## config.mk

```make
export PLATFORM = sky130hd
export DESIGN_NAME = board_line_clear
export DESIGN_NICKNAME = d
export VERILOG_FILES = /design/src/rtl/board_line_clear_pkg.sv /design/src/rtl/board_row_buffer.sv /design/src/rtl/board_line_clear.sv
export SDC_FILE = /design/constraint.sdc
export NUM_CORES = 1
export LEC_CHECK = 0
export BUFFER_PORTS_ARGS = -buffer_cell sky130_fd_sc_hd__buf_2
export CELL_PAD_IN_SITES_DETAIL_PLACEMENT = 1
export CELL_PAD_IN_SITES_GLOBAL_PLACEMENT = 2
export CORE_MARGIN = 4
export CORE_UTILIZATION = 38
export DETAILED_ROUTE_END_ITERATION = 7
export PLACE_DENSITY = 0.87
export SYNTH_ARGS = -nofsm -noshare
export SYNTH_HDL_FRONTEND = slang
export SYNTH_SLANG_ARGS = --single-unit
```

## constraint.sdc

```tcl
create_clock -name clk -period 5.05 [get_ports clk]
set_input_delay 0.2525 -clock clk [delete_from_list [all_inputs] [get_ports clk]]
set_output_delay 0.2525 -clock clk [all_outputs]
set_load 0.02 [all_outputs]
```

## src/rtl/board_line_clear_pkg.sv

```systemverilog
// rtl/board_line_clear_pkg.sv - board geometry, line-clear FSM states and address helper
package board_line_clear_pkg;

    localparam int BOARD_W  = 10;
    localparam int BOARD_H  = 20;
    localparam int ADDR_W   = 8;
    localparam int COLOUR_W = 6;
    localparam int ROW_W    = 5;
    localparam int COL_W    = 4;
    localparam int LINES_W  = 5;

    localparam logic [COLOUR_W-1:0] EMPTY_CELL = '0;

    typedef enum logic [2:0] {
        ST_IDLE,
        ST_READ,
        ST_EVAL,
        ST_WRITE,
        ST_CLEAR,
        ST_DONE,
        ST_HOLD
    } lc_state_e;

    // First address of a row: row*10 built as (row<<3)+(row<<1) at fixed width.
    function automatic logic [ADDR_W-1:0] row_base(input logic [ROW_W-1:0] row);
        logic [ADDR_W-1:0] row_w;
        row_w = {{(ADDR_W-ROW_W){1'b0}}, row};
        return (row_w << 3) + (row_w << 1);
    endfunction

endpackage

```

## src/rtl/board_row_buffer.sv

```systemverilog
// rtl/board_row_buffer.sv - one board row of cells with indexed access and full flag
module board_row_buffer
    import board_line_clear_pkg::*;
(
    input  logic                clk,
    input  logic                reset_n,
    input  logic                wr_en_i,
    input  logic [COL_W-1:0]    wr_idx_i,
    input  logic [COLOUR_W-1:0] wr_data_i,
    input  logic [COL_W-1:0]    rd_idx_i,
    output logic [COLOUR_W-1:0] rd_data_o,
    output logic                full_o
);

    logic [COLOUR_W-1:0] cells_q [BOARD_W];

    // Capture one cell per cycle; out-of-range indices are ignored.
    always_ff @(posedge clk) begin
        if (!reset_n) begin
            for (int i = 0; i < BOARD_W; i++) begin
                cells_q[i] <= EMPTY_CELL;
            end
        end else if (wr_en_i && (wr_idx_i < COL_W'(BOARD_W))) begin
            cells_q[wr_idx_i] <= wr_data_i;
        end
    end

    // Indexed read; an index past the row returns an empty cell.
    always_comb begin
        rd_data_o = EMPTY_CELL;
        if (rd_idx_i < COL_W'(BOARD_W)) begin
            rd_data_o = cells_q[rd_idx_i];
        end
    end

    // Row is full when no cell is empty.
    always_comb begin
        full_o = 1'b1;
        for (int i = 0; i < BOARD_W; i++) begin
            if (cells_q[i] == EMPTY_CELL) begin
                full_o = 1'b0;
            end
        end
    end

endmodule

```

## src/rtl/board_line_clear.sv

```systemverilog
// rtl/board_line_clear.sv - removes full board rows, compacts survivors downward, counts lines
module board_line_clear
    import board_line_clear_pkg::*;
(
    input  logic                clk,
    input  logic                reset_n,
    input  logic                enable_i,
    input  logic [COLOUR_W-1:0] ram_q_i,
    output logic [ADDR_W-1:0]   ram_addr_o,
    output logic [COLOUR_W-1:0] ram_data_o,
    output logic                ram_wren_o,
    output logic [LINES_W-1:0]  lines_cleared_o,
    output logic                complete_o
);

    localparam logic [ROW_W-1:0]   LAST_ROW  = ROW_W'(BOARD_H - 1);
    localparam logic [COL_W-1:0]   LAST_COL  = COL_W'(BOARD_W - 1);
    localparam logic [COL_W-1:0]   READ_END  = COL_W'(BOARD_W);
    localparam logic [LINES_W-1:0] LINES_MAX = LINES_W'(BOARD_H);

    lc_state_e           state_q;
    logic [ROW_W-1:0]    src_row_q;
    logic [ROW_W-1:0]    dst_row_q;
    logic [ROW_W-1:0]    dst_row_d;
    logic                placed_q;     // every row down to row 0 has received a survivor
    logic                placed_d;
    logic                dst_dec;
    logic                row_exit;
    logic [COL_W-1:0]    col_q;
    logic [ADDR_W-1:0]   ram_addr_q;
    logic [COLOUR_W-1:0] ram_data_q;
    logic                ram_wren_q;
    logic [LINES_W-1:0]  lines_q;
    logic                complete_q;

    logic                buf_wr_en;
    logic [COL_W-1:0]    buf_wr_idx;
    logic [COL_W-1:0]    buf_rd_idx;
    logic [COLOUR_W-1:0] buf_rd_data;
    logic                buf_full;

    // Read data lags the address by one cycle, so column k-1 lands while column k is addressed.
    assign buf_wr_en  = (state_q == ST_READ) && (col_q != '0);
    assign buf_wr_idx = col_q - 1'b1;
    // WRITE pre-fetches the next column so data stays aligned with the registered address.
    assign buf_rd_idx = (state_q == ST_WRITE) ? (col_q + 1'b1) : '0;

    board_row_buffer u_row_buffer (
        .clk       (clk),
        .reset_n   (reset_n),
        .wr_en_i   (buf_wr_en),
        .wr_idx_i  (buf_wr_idx),
        .wr_data_i (ram_q_i),
        .rd_idx_i  (buf_rd_idx),
        .rd_data_o (buf_rd_data),
        .full_o    (buf_full)
    );

    // Destination pointer step: a survivor was placed in row w; stop at row 0 and flag it instead of wrapping.
    always_comb begin
        dst_dec   = 1'b0;
        dst_row_d = dst_row_q;
        placed_d  = placed_q;
        row_exit  = 1'b0;
        if (state_q == ST_EVAL && (buf_full || src_row_q == dst_row_q)) begin
            row_exit = 1'b1;
            dst_dec  = !buf_full;
        end
        if (state_q == ST_WRITE && col_q == LAST_COL) begin
            row_exit = 1'b1;
            dst_dec  = 1'b1;
        end
        if (dst_dec) begin
            if (dst_row_q == '0) begin
                placed_d = 1'b1;
            end else begin
                dst_row_d = dst_row_q - 1'b1;
            end
        end
    end

    // Line-clear sequencer with registered RAM and handshake outputs.
    always_ff @(posedge clk) begin
        if (!reset_n) begin
            state_q    <= ST_IDLE;
            src_row_q  <= '0;
            dst_row_q  <= '0;
            placed_q   <= 1'b0;
            col_q      <= '0;
            ram_addr_q <= '0;
            ram_data_q <= EMPTY_CELL;
            ram_wren_q <= 1'b0;
            lines_q    <= '0;
            complete_q <= 1'b0;
        end else begin
            ram_wren_q <= 1'b0;
            ram_data_q <= EMPTY_CELL;
            complete_q <= 1'b0;
            dst_row_q  <= dst_row_d;
            placed_q   <= placed_d;
            case (state_q)
                ST_IDLE: begin
                    if (enable_i) begin
                        state_q    <= ST_READ;
                        src_row_q  <= LAST_ROW;
                        dst_row_q  <= LAST_ROW;
                        placed_q   <= 1'b0;
                        lines_q    <= '0;
                        col_q      <= '0;
                        ram_addr_q <= row_base(LAST_ROW);
                    end
                end
                ST_READ: begin
                    if (col_q == READ_END) begin
                        state_q <= ST_EVAL;
                    end else begin
                        col_q <= col_q + 1'b1;
                        if (col_q < LAST_COL) begin
                            ram_addr_q <= ram_addr_q + 1'b1;
                        end
                    end
                end
                ST_EVAL: begin
                    if (buf_full) begin
                        if (lines_q != LINES_MAX) begin
                            lines_q <= lines_q + 1'b1;
                        end
                    end else if (src_row_q != dst_row_q) begin
                        state_q    <= ST_WRITE;
                        col_q      <= '0;
                        ram_addr_q <= row_base(dst_row_q);
                        ram_data_q <= buf_rd_data;
                        ram_wren_q <= 1'b1;
                    end
                end
                ST_WRITE: begin
                    if (col_q != LAST_COL) begin
                        col_q      <= col_q + 1'b1;
                        ram_addr_q <= ram_addr_q + 1'b1;
                        ram_data_q <= buf_rd_data;
                        ram_wren_q <= 1'b1;
                    end
                end
                ST_CLEAR: begin
                    if (col_q != LAST_COL) begin
                        col_q      <= col_q + 1'b1;
                        ram_addr_q <= ram_addr_q + 1'b1;
                        ram_wren_q <= 1'b1;
                    end else if (dst_row_q != '0) begin
                        dst_row_q  <= dst_row_q - 1'b1;
                        col_q      <= '0;
                        ram_addr_q <= row_base(dst_row_q - 1'b1);
                        ram_wren_q <= 1'b1;
                    end else begin
                        state_q    <= ST_DONE;
                        complete_q <= 1'b1;
                    end
                end
                ST_DONE: begin
                    state_q <= ST_HOLD;
                end
                ST_HOLD: begin
                    if (!enable_i) begin
                        state_q <= ST_IDLE;
                    end
                end
                default: begin
                    state_q <= ST_IDLE;
                end
            endcase
            // Leaving a source row: next row up, or finish by emptying the vacated top rows.
            if (row_exit) begin
                col_q <= '0;
                if (src_row_q != '0) begin
                    src_row_q  <= src_row_q - 1'b1;
                    state_q    <= ST_READ;
                    ram_addr_q <= row_base(src_row_q - 1'b1);
                end else if (!placed_d) begin
                    state_q    <= ST_CLEAR;
                    ram_addr_q <= row_base(dst_row_d);
                    ram_wren_q <= 1'b1;
                end else begin
                    state_q    <= ST_DONE;
                    complete_q <= 1'b1;
                end
            end
            // Losing enable mid-run abandons the run without a completion pulse.
            if (!enable_i && state_q != ST_IDLE && state_q != ST_HOLD) begin
                state_q    <= ST_IDLE;
                ram_wren_q <= 1'b0;
                ram_data_q <= EMPTY_CELL;
                complete_q <= 1'b0;
            end
        end
    end

    assign ram_addr_o      = ram_addr_q;
    assign ram_data_o      = ram_data_q;
    assign ram_wren_o      = ram_wren_q;
    assign lines_cleared_o = lines_q;
    assign complete_o      = complete_q;

endmodule

```

After elaboration in Yosys (flattened, before gate mapping)
Memory sizes are Yosys's and may differ from the RTL's.
Cells that the tools add are included.

storage, ports and cells
  bits in registers = 39
  bits in writable memories = 60
  input bits = 9
  output and inout bits = 21
  word-level logic and storage cells = 178
  memories kept = 1

operators by class
  $add $sub $neg = 10
  order comparisons = 3
  equality and inequality tests = 29
  multiplexer cells = 91
  bitwise gates (word level) = 1
  reductions and logical operators = 33

memories
  name                  depth  width  read ports  clocked after Yosys merged registers in  wr ports  RTL line                RTL
  u_row_buffer.cells_q  10     6      11          0                                        10        board_row_buffer.sv:15  logic [COLOUR_W-1:0] cells_q [BOARD_W];

operators by type and width
  operator                                                             count
  8-bit two-way mux                                                    11
  6-bit zero test                                                      10
  5-bit two-way mux                                                    12
  8-bit one-hot mux with 5 select lines                                1
  1-bit two-way mux                                                    38
  4-bit two-way mux                                                    9
  8-bit by 6-bit adder with 8-bit output                               4
  6-bit two-way mux                                                    5
  3-bit two-way mux                                                    9
  3-bit != test (second input constant)                                7
  3-bit one-hot mux with 7 select lines                                1
  4-bit one-hot mux with 5 select lines                                1
  5-bit one-hot mux with 2 select lines                                2
  5-bit nonzero test                                                   3
  4-bit less-than comparator (second input constant)                   3
  6-bit one-hot mux with 2 select lines                                1
  2-bit != test (second input constant)                                5
  5-bit by 1-bit subtractor with 5-bit output (second input constant)  2
  3-bit == test (second input constant)                                3
  8-bit by 1-bit adder with 8-bit output (second input constant)       1
  4-bit == test (second input constant)                                2
  8-bit AND reduction                                                  1
  7-bit AND reduction                                                  1
  3-bit by 2-bit == test with 1-bit output (second input constant)     2
  23 further kinds                                                     33

Depth between registers and ports, before layout
Gate-level depths: netlist (run 1).
An unclocked memory read counts as a cell.

  depth after elaboration = 21
  depth in mapped cells = 15
  gate-level depth less buffers = 14

Hierarchy
A second synthesis (run 1) with hierarchy kept.

unflattened totals
  cell total of the unflattened synthesis = 699
  area, all modules = 6443.7 µm²

by module, submodules not included
  module            instances  cells an instance  area an instance (µm²)  sequential area each (µm²)
  board_line_clear  1          483                3608.5                  780.7
  board_row_buffer  1          216                2835.2                  1801.7

Worst setup path after synthesis (run 1)
No wires, ideal clock.

  kind = register to register
  start point = register dst_row_q[0]
  end point = register ram_addr_q[6], in the netlist ram_addr_o[6]
  setup time = 0.120 ns
  arrival time = 3.139 ns
  data required time = 4.930 ns
  setup slack = 1.791 ns
  stages on the path, launching flop included = 15
  path buffers = 0
  period minus slack after synthesis = 3.259 ns
  path through = dfxtp_1 > inv_1 > ha_1 > or3b_2 > nand2_1 > nand2_1 > ha_1 > and3_1 > o311a_1 > o31ai_1 > o22ai_1 > a221oi_1 > a221oi_1 > a31o_1 > a211o_1

on the way
  longest elaborated chain between the ends = 10
  elaborated cells between the ends (all ways) = 26
  those cells by class = add/sub: 4; eq/ne: 2; mux: 16; reduce/logical: 4

ends and longest elaborated chain
  item                                                                            RTL line                 RTL
  start, declared                                                                 board_line_clear.sv:23   logic [ROW_W-1:0] dst_row_q;
  start signal, assigned                                                          board_line_clear.sv:99   dst_row_q <= dst_row_d;
  start signal, assigned                                                          board_line_clear.sv:150  dst_row_q <= dst_row_q - 1'b1;
  branches (longest 9 deep; another with 8-bit by 6-bit adder with 8-bit output)  -
  8-bit two-way mux (*)                                                           board_line_clear.sv:172  if (row_exit) begin
  end signal, assigned                                                            board_line_clear.sv:152  ram_addr_q <= row_base(dst_row_q - 1'b1);
  end signal, assigned                                                            board_line_clear.sv:177  ram_addr_q <= row_base(src_row_q - 1'b1);
  end signal, assigned                                                            board_line_clear.sv:180  ram_addr_q <= row_base(dst_row_d);
  end, declared                                                                   board_line_clear.sv:30   logic [ADDR_W-1:0] ram_addr_q;

Every way passes the cells marked *.
A chain may end at the register's enable or synchronous reset.

Worst setup path after layout (run 1)
  start point = register state_q[1]
  end point = register ram_addr_q[7], in the netlist ram_addr_o[7]

on the way
  longest elaborated chain between the ends = 9
  elaborated cells between the ends (all ways) = 18
  those cells by class = add/sub: 1; eq/ne: 4; mux: 10; reduce/logical: 3

ends and longest elaborated chain
  item                                      RTL line                                         RTL
  start, declared                           board_line_clear.sv:21                           lc_state_e state_q;
  start signal, assigned                    board_line_clear.sv:85                           state_q <= ST_IDLE;
  start signal, assigned                    board_line_clear.sv:104                          state_q <= ST_READ;
  start signal, assigned                    board_line_clear.sv:115                          state_q <= ST_EVAL;
  3-bit by 2-bit == test with 1-bit output  board_line_clear.sv:65, board_line_clear.sv:101
  1-bit logical AND                         board_line_clear.sv:65                           if (state_q == ST_EVAL && (buf_full || src_row_q == dst_row_q)) begin
  1-bit two-way mux                         board_line_clear.sv:65
  1-bit two-way mux                         board_line_clear.sv:69                           if (state_q == ST_WRITE && col_q == LAST_COL) begin
  5-bit two-way mux                         board_line_clear.sv:73                           if (dst_dec) begin
  8-bit by 6-bit adder with 8-bit output    board_line_clear_pkg.sv:28                       return (row_w << 3) + (row_w << 1);
  8-bit two-way mux                         board_line_clear.sv:178                          end else if (!placed_d) begin
  8-bit two-way mux                         board_line_clear.sv:174                          if (src_row_q != '0) begin
  8-bit two-way mux (*)                     board_line_clear.sv:172

Every way passes the cells marked *; elsewhere a longest branch is shown, timed or not.

==> results of run 1 <==
## sequential cells by signal, indices dropped and copies added (netlist names)
register              cells
lines_cleared_o           5
dst_row_q                 5
state_q                   3
ram_addr_o                8
placed_q                  1
src_row_q                 5
complete_o                1
ram_data_o                6
col_q                     4
ram_wren_o                1
u_row_buffer.cells_q     60
## critical path: stages (launching register included)
cell      delay [ns]
dfxtp_1         0.69
inv_1           0.28
nor3_2          0.45
nand3_1         0.25
a21o_1          0.28
a211oi_2        0.39
or2_2           0.22
ha_1            0.21
inv_1           0.07
fa_1            0.42
nor4_1          0.29
o22ai_1         0.16
a22o_1          0.20
## through the flow
stage | hold WS (ns) | setup slack, ns
floorplan | 0.450 | 1.79
global placement | 0.503 | 1.18
detailed placement | 0.512 | 1.11
CTS | 0.391 | 1.12
global route | 0.406 | 0.661
finish | 0.393 | 1.04
## routing by layer
layer / part of all wire (%) / GRT usage, % / vias up / wire, um
li1: - / - / 2789 / -
met1: 41 / 29.6 / 3054 / 9560
met2: 50 / 41.6 / 188 / 11600
met3: 4.5 / 3.34 / 49 / 1030
met4: 3.8 / 9.22 / 0 / 867
met5: 0 / 0 / - / 0
## path summary, 6_finish.rpt
path	startpoint	end	slack (ns)	cells after the start
min	enable_i	state_q[1]	0.39	3
max	state_q[1]	ram_addr_o[7]	1.04	12
min reg2reg	placed_q	placed_q	0.53	2
max reg2reg	state_q[1]	ram_addr_o[7]	1.04	12
## kinds of logic after synthesis
family	Yosys count	share of synthesized area (%)
compound gates	194	20.0
flops	99	39.5
xor+xnor	29	3.88
fa+ha+maj	25	5.24
simple gates	325	23.9
mux	13	3.14
buf+inv	65	4.34
## layout make-up
class                           instances  area share, %
Tap cell                              220           3.86
Clock buffer                            9           3.16
Sequential cell                        99           36.2
Multi-Input combinational cell        586           51.5
Clock inverter                          7          0.736
Inverter                               34           1.79
Timing Repair Buffer                   36           2.77
## layout by cell type, fill, tap and decap left out, types with 14 or more instances in the layout
master and n:
a21oi_1 57, a22oi_1 14, buf_2 29, dfxtp_1 39, edfxtp_1 60, ha_1 21
inv_1 33, nand2_1 92, nand3_1 18, nor2_1 125, nor3_1 16, nor4_1 15
o21ai_0 26, xnor2_1 14, xor2_1 15
## power breakdown
group          total [mW]  internal (mW)  switching [mW]  leakage, nW
Clock               0.682          0.339           0.342        0.135
Sequential          0.950          0.890          0.0605        0.938
Combinational       0.475          0.168           0.306         1.61
Total                2.11           1.40           0.709         2.69
==> results.md, run 1 <==
- Die W: 139 um
- Layout Utilization: 42.7%
- Routability congestion estimate: 0.970
- Root Buffer: clkbuf_16
- Reg clk slew, reported paths: 0.08 ns
- First-pass GRT wire length: 36,200 um
- Num rows: 47
- Maxcap violations: 0
- DR pass1 iterations: 5
- Post-synthesis cell area: 6540 um2
- Post-Syn Nets: 784
- Share of the synthesized area in the top cell type: 27.5%
- Post-Place Cells: 975
- Iter 0 DRT Violations: 432
- Post-CTS Setup Inserts: 0
- Placed instance area: 6860 um2
- Highest clock rate: 249 MHz
- Pwr dens: 295 nW/um2
- Total routed wirelength: 23,100 um
- Synth Warn #: 0
- Post-layout minimum cycle time: 4.01 ns
- PnR Total Power: 2.11 mW
- Die height: 139 um
- Final setup viols: 0
- Final hold vios: 0
- Synth Register Bits: 99
- Clk_skew: 0.0139 ns
- Final worst-path cycle share: 79.5%
- Critical Path AT: 4.26 ns
- Post-CTS Hold Fix Bufs: 0
- Fillers: 1,993
- Startpoint types: flop
- Post-DP HPWL: 17,300 um
- Layout Cells excl Fill: 991
- Routed len/inst: 23.3 um
- N_diodes: 0
- Starting Density: 39.2%
- CP max FO: 17
- GRT Residual Overflow: 0
- FF/Latch Area: 2580 um2
- Top Ports: 30
- Post-DRT Antenna Nets: 0
- Fin area: 7140 um2
- Post-DR vias/cell: 6.14
- Post-Syn Instances: 750
- H-tree lvl count: 3
- Worst vdd rail ir drop: 0.000163 V
- Run status: finished clean
- CTS tree: yes
- Clk_lat worst skew: 0.36 ns
- Footprint of the multi-input gates: 3670 um2
- Post-CTS Resized: 0
- TNS Setup: 0 ns
- Cell accounting for the most synthesized area: edfxtp_1
- Worst EP required: 5.30 ns
- Slew margin rel.: 19.4%
- Clock Path Buffers: 2
- Setup CP Type: reg -> reg
- Worst hold path class: in -> reg
- Antenna violations before repair: 0
- CTS Buf Count: 9
- Critical path capture point type: flop
- Fin nets: 800
- Unique masters post-synth: 87
- Unrepaired setup endpoints after global routing: false
- Clk sinks: 99
- Count leader, synth: nor2_1
- Synthesized area per cell: 8.72 um2
- Register area share after synthesis: 39.5%
- Core footprint: 16,700 um2
- Tot GR Track Use: 23.7%
- Asr flop ratio synth: 0%
- Via count: 6,080
- Synth Flop Type: edfxtp_1
- Ratio of cells with drive above 1 in the final layout: 10.8%
- Slew Viols, Final: 0
- Area contributors post-synth: edfxtp_1, dfxtp_1, nor2_1
- Pin count of the biggest net entering global routing: 25
- Worst Tran Pin Value: 1.20 ns
- Vias in the first global route: 6,231
- Synth-to-layout area growth: 9.09%
- Port Buf Inserts: 29
- Drt drc: 0
- Post-synth EDFFs: 60
- Synth top cells by count: nor2_1, nand2_1, edfxtp_1
- Pleak: 2.69 nW
- Die area: 19,400 um2
(Power assumes the default switching activity.)
==> run 2, diff against run 1 <==
CORE_UTILIZATION = 35   (was 38)
PLACE_DENSITY = 0.84   (was 0.87)
clock period = 3.4 ns   (was 5.05 ns; I/O delays follow)
==> run 2 against run 1 <==
  * Largest cell class unchanged
  * Sequential share of layout area is 3.4 points lower
  * Clock-buffer cell count did not move
  * Core utilization rose by 0.77 points
  * Clock power grew 63%
  * Final cell count grew 7.3%
  * Flip-flop and latch count did not move
  * First-iteration DRC count up 10%
  * Combinational power grew 78%
  * Critical path depth unchanged
  * Critical path type unchanged
  * Worst hold slack lost 0.10 ns
  * Via count rose by 4.7%
  * Non-clock buffer count increased by 63
==> results.md, run 2 (synthesis results as in run 1) <==
- TNS Setup: 0 ns (unchanged)
- Startpoint types: flop
- Pleak: 3.05 nW (+14%)
- Routed len/inst: 23.3 um (-0.10%)
- Largest register FFs: 60 (unchanged)
- Num rows: 49 (+4.3%)
- Critical path capture point type: flop
- Post-DR vias/cell: 5.99 (-2.4%)
- Layout Cells excl Fill: 1,063 (+7.3%)
- Highest clock rate: 301 MHz (+21%)
- CTS tree: yes
- Tot GR Track Use: 24.0% (+0.25 points)
- Clk_skew: 0.0195 ns (+0.00559 ns)
- Worst vdd rail ir drop: 0.000268 V (+64%)
- Run status: finished clean
- Footprint of the multi-input gates: 3900 um2 (+6.2%)
- H-tree lvl count: 3 (unchanged)
- Placed instance area: 7280 um2 (+6.2%)
- Starting Density: 36.0% (-3.1 points)
- Antenna violations before repair: 0 (unchanged)
- Critical Path AT: 3.58 ns (-0.68 ns)
- Post-CTS Hold Fix Bufs: 0 (unchanged)
- Hold slack: 0.288 ns (-0.105 ns)
- Port Buf Inserts: 29 (unchanged)
- Die W: 145 um (+4.0%)
- Worst Tran Pin Value: 0.841 ns (-0.357 ns)
- Core footprint: 18,100 um2 (+8.7%)
- Fillers: 2,127 (+6.7%)
- Fin area: 7890 um2 (+11%)
- CTS Buf Count: 9 (unchanged)
- Final setup viols: 0 (unchanged)
- Iter 0 DRT Violations: 476 (+10%)
- DR pass1 iterations: 5 (unchanged)
- Drt drc: 0 (unchanged)
- GRT Residual Overflow: 0 (unchanged)
- N_diodes: 0 (unchanged)
- Slew margin rel.: 43.5% (+24 points)
- Post-DP HPWL: 18,500 um (+7.4%)
- FF/Latch Area: 2590 um2 (+0.19%)
- Post-Place Cells: 1,039 (+6.6%)
- PnR worst setup slack: 0.0791 ns (-0.958 ns)
- Setup CP Type: reg -> reg
- Slew Viols, Final: 0 (unchanged)
- Total routed wirelength: 24,700 um (+7.2%)
- Largest Register: u_row_buffer.cells_q
- Maxcap violations: 0 (unchanged)
- Reg clk slew, reported paths: 0.08 ns (about the same)
- Routability congestion estimate: 0.933 (-3.8%)
- Worst hold path class: in -> reg
- Via count: 6,367 (+4.7%)
- Root Buffer: clkbuf_16
- Clk sinks: 99 (unchanged)
- Synth-to-layout area growth: 20.7%
- Worst EP required: 3.66 ns (-1.64 ns)
- Ratio of cells with drive above 1 in the final layout: 21.2% (+10 points)
- Post-layout minimum cycle time: 3.32 ns (-0.692 ns)
- Post-DRT Antenna Nets: 0 (unchanged)
- Top Ports: 30 (unchanged)
- Commonest non-fill, non-tap cell in the layout: nor2_1
- Most frequent cells in the layout: nor2_1, nand2_1, buf_4
- Fin nets: 863 (+7.9%)
- Pre-CTS setup slack: -0.124 ns (-1.23 ns)
- Die height: 145 um (+4.0%)
- Die area: 20,900 um2 (+8.1%)
- Clk_lat worst skew: 0.37 ns (about the same)
- PnR Total Power: 3.36 mW (+59%)
- Vias in the first global route: 6,628 (+6.4%)
- Final hold vios: 0 (unchanged)
- First-pass GRT wire length: 38,300 um (+5.8%)
- Pin count of the biggest net entering global routing: 23 (-8.0%)
- Final worst-path cycle share: 97.7% (+18 points)
- CP max FO: 5 (-12)
- Pwr dens: 425 nW/um2 (+44%)
- Clock Path Buffers: 2 (unchanged)
- Layout Utilization: 43.5% (+0.77 points)
[run 2: worst paths after layout]
kind,startpoint,endpoint,slack (ns),cells past startpoint
max,u_row_buffer.cells_q[9][0],ram_addr_o[6],0.08,12
min,enable_i,state_q[1],0.29,3
max reg2reg,u_row_buffer.cells_q[9][0],ram_addr_o[6],0.08,12
min reg2reg,placed_q,placed_q,0.54,2
[run 2: critical path: stages, from the launching register on]
cell	delay, ns
edfxtp_1	0.45
nor4_2	0.35
a22oi_1	0.19
buf_4	0.18
nand2_1	0.18
nor3_1	0.13
a211oi_2	0.33
inv_1	0.16
ha_1	0.34
nand2_1	0.06
or4_4	0.41
a31o_1	0.23
a211o_1	0.21
[run 2: layout make-up]
cell class / instances / share of cell area, %
Clock buffer: 9 / 2.85
Clock inverter: 7 / 1.16
Inverter: 34 / 1.62
Multi-Input combinational cell: 586 / 49.4
Sequential cell: 99 / 32.8
Tap cell: 229 / 3.63
Timing Repair Buffer: 99 / 8.54
[run 2: power by group]
part | internal, mW | leakage, nW | switching [mW]
logic | 0.329 | 1.96 | 0.517
registers | 1.32 | 0.939 | 0.0725
clock network | 0.534 | 0.152 | 0.581
total | 2.19 | 3.05 | 1.17
[run 2: metal layers]
layer / global-route usage [%] / share of wire, % / vias up
met5: 0 / 0 / -
met4: 8.00 / 2.6 / 0
met3: 3.84 / 5.1 / 41
met2: 40.4 / 48 / 223
met1: 31.6 / 44 / 3183
li1: - / - / 2920
[run 2: repair_timing]
| item | in CTS | in global routing |
|---|---|---|
| pin swaps | 0 | 10 |
| gates resized for setup | 5 | 41 |
| gates cloned | 0 | 0 |
| setup endpoints to repair | 2 | 4 |
| buffers inserted | 0 | 8 |
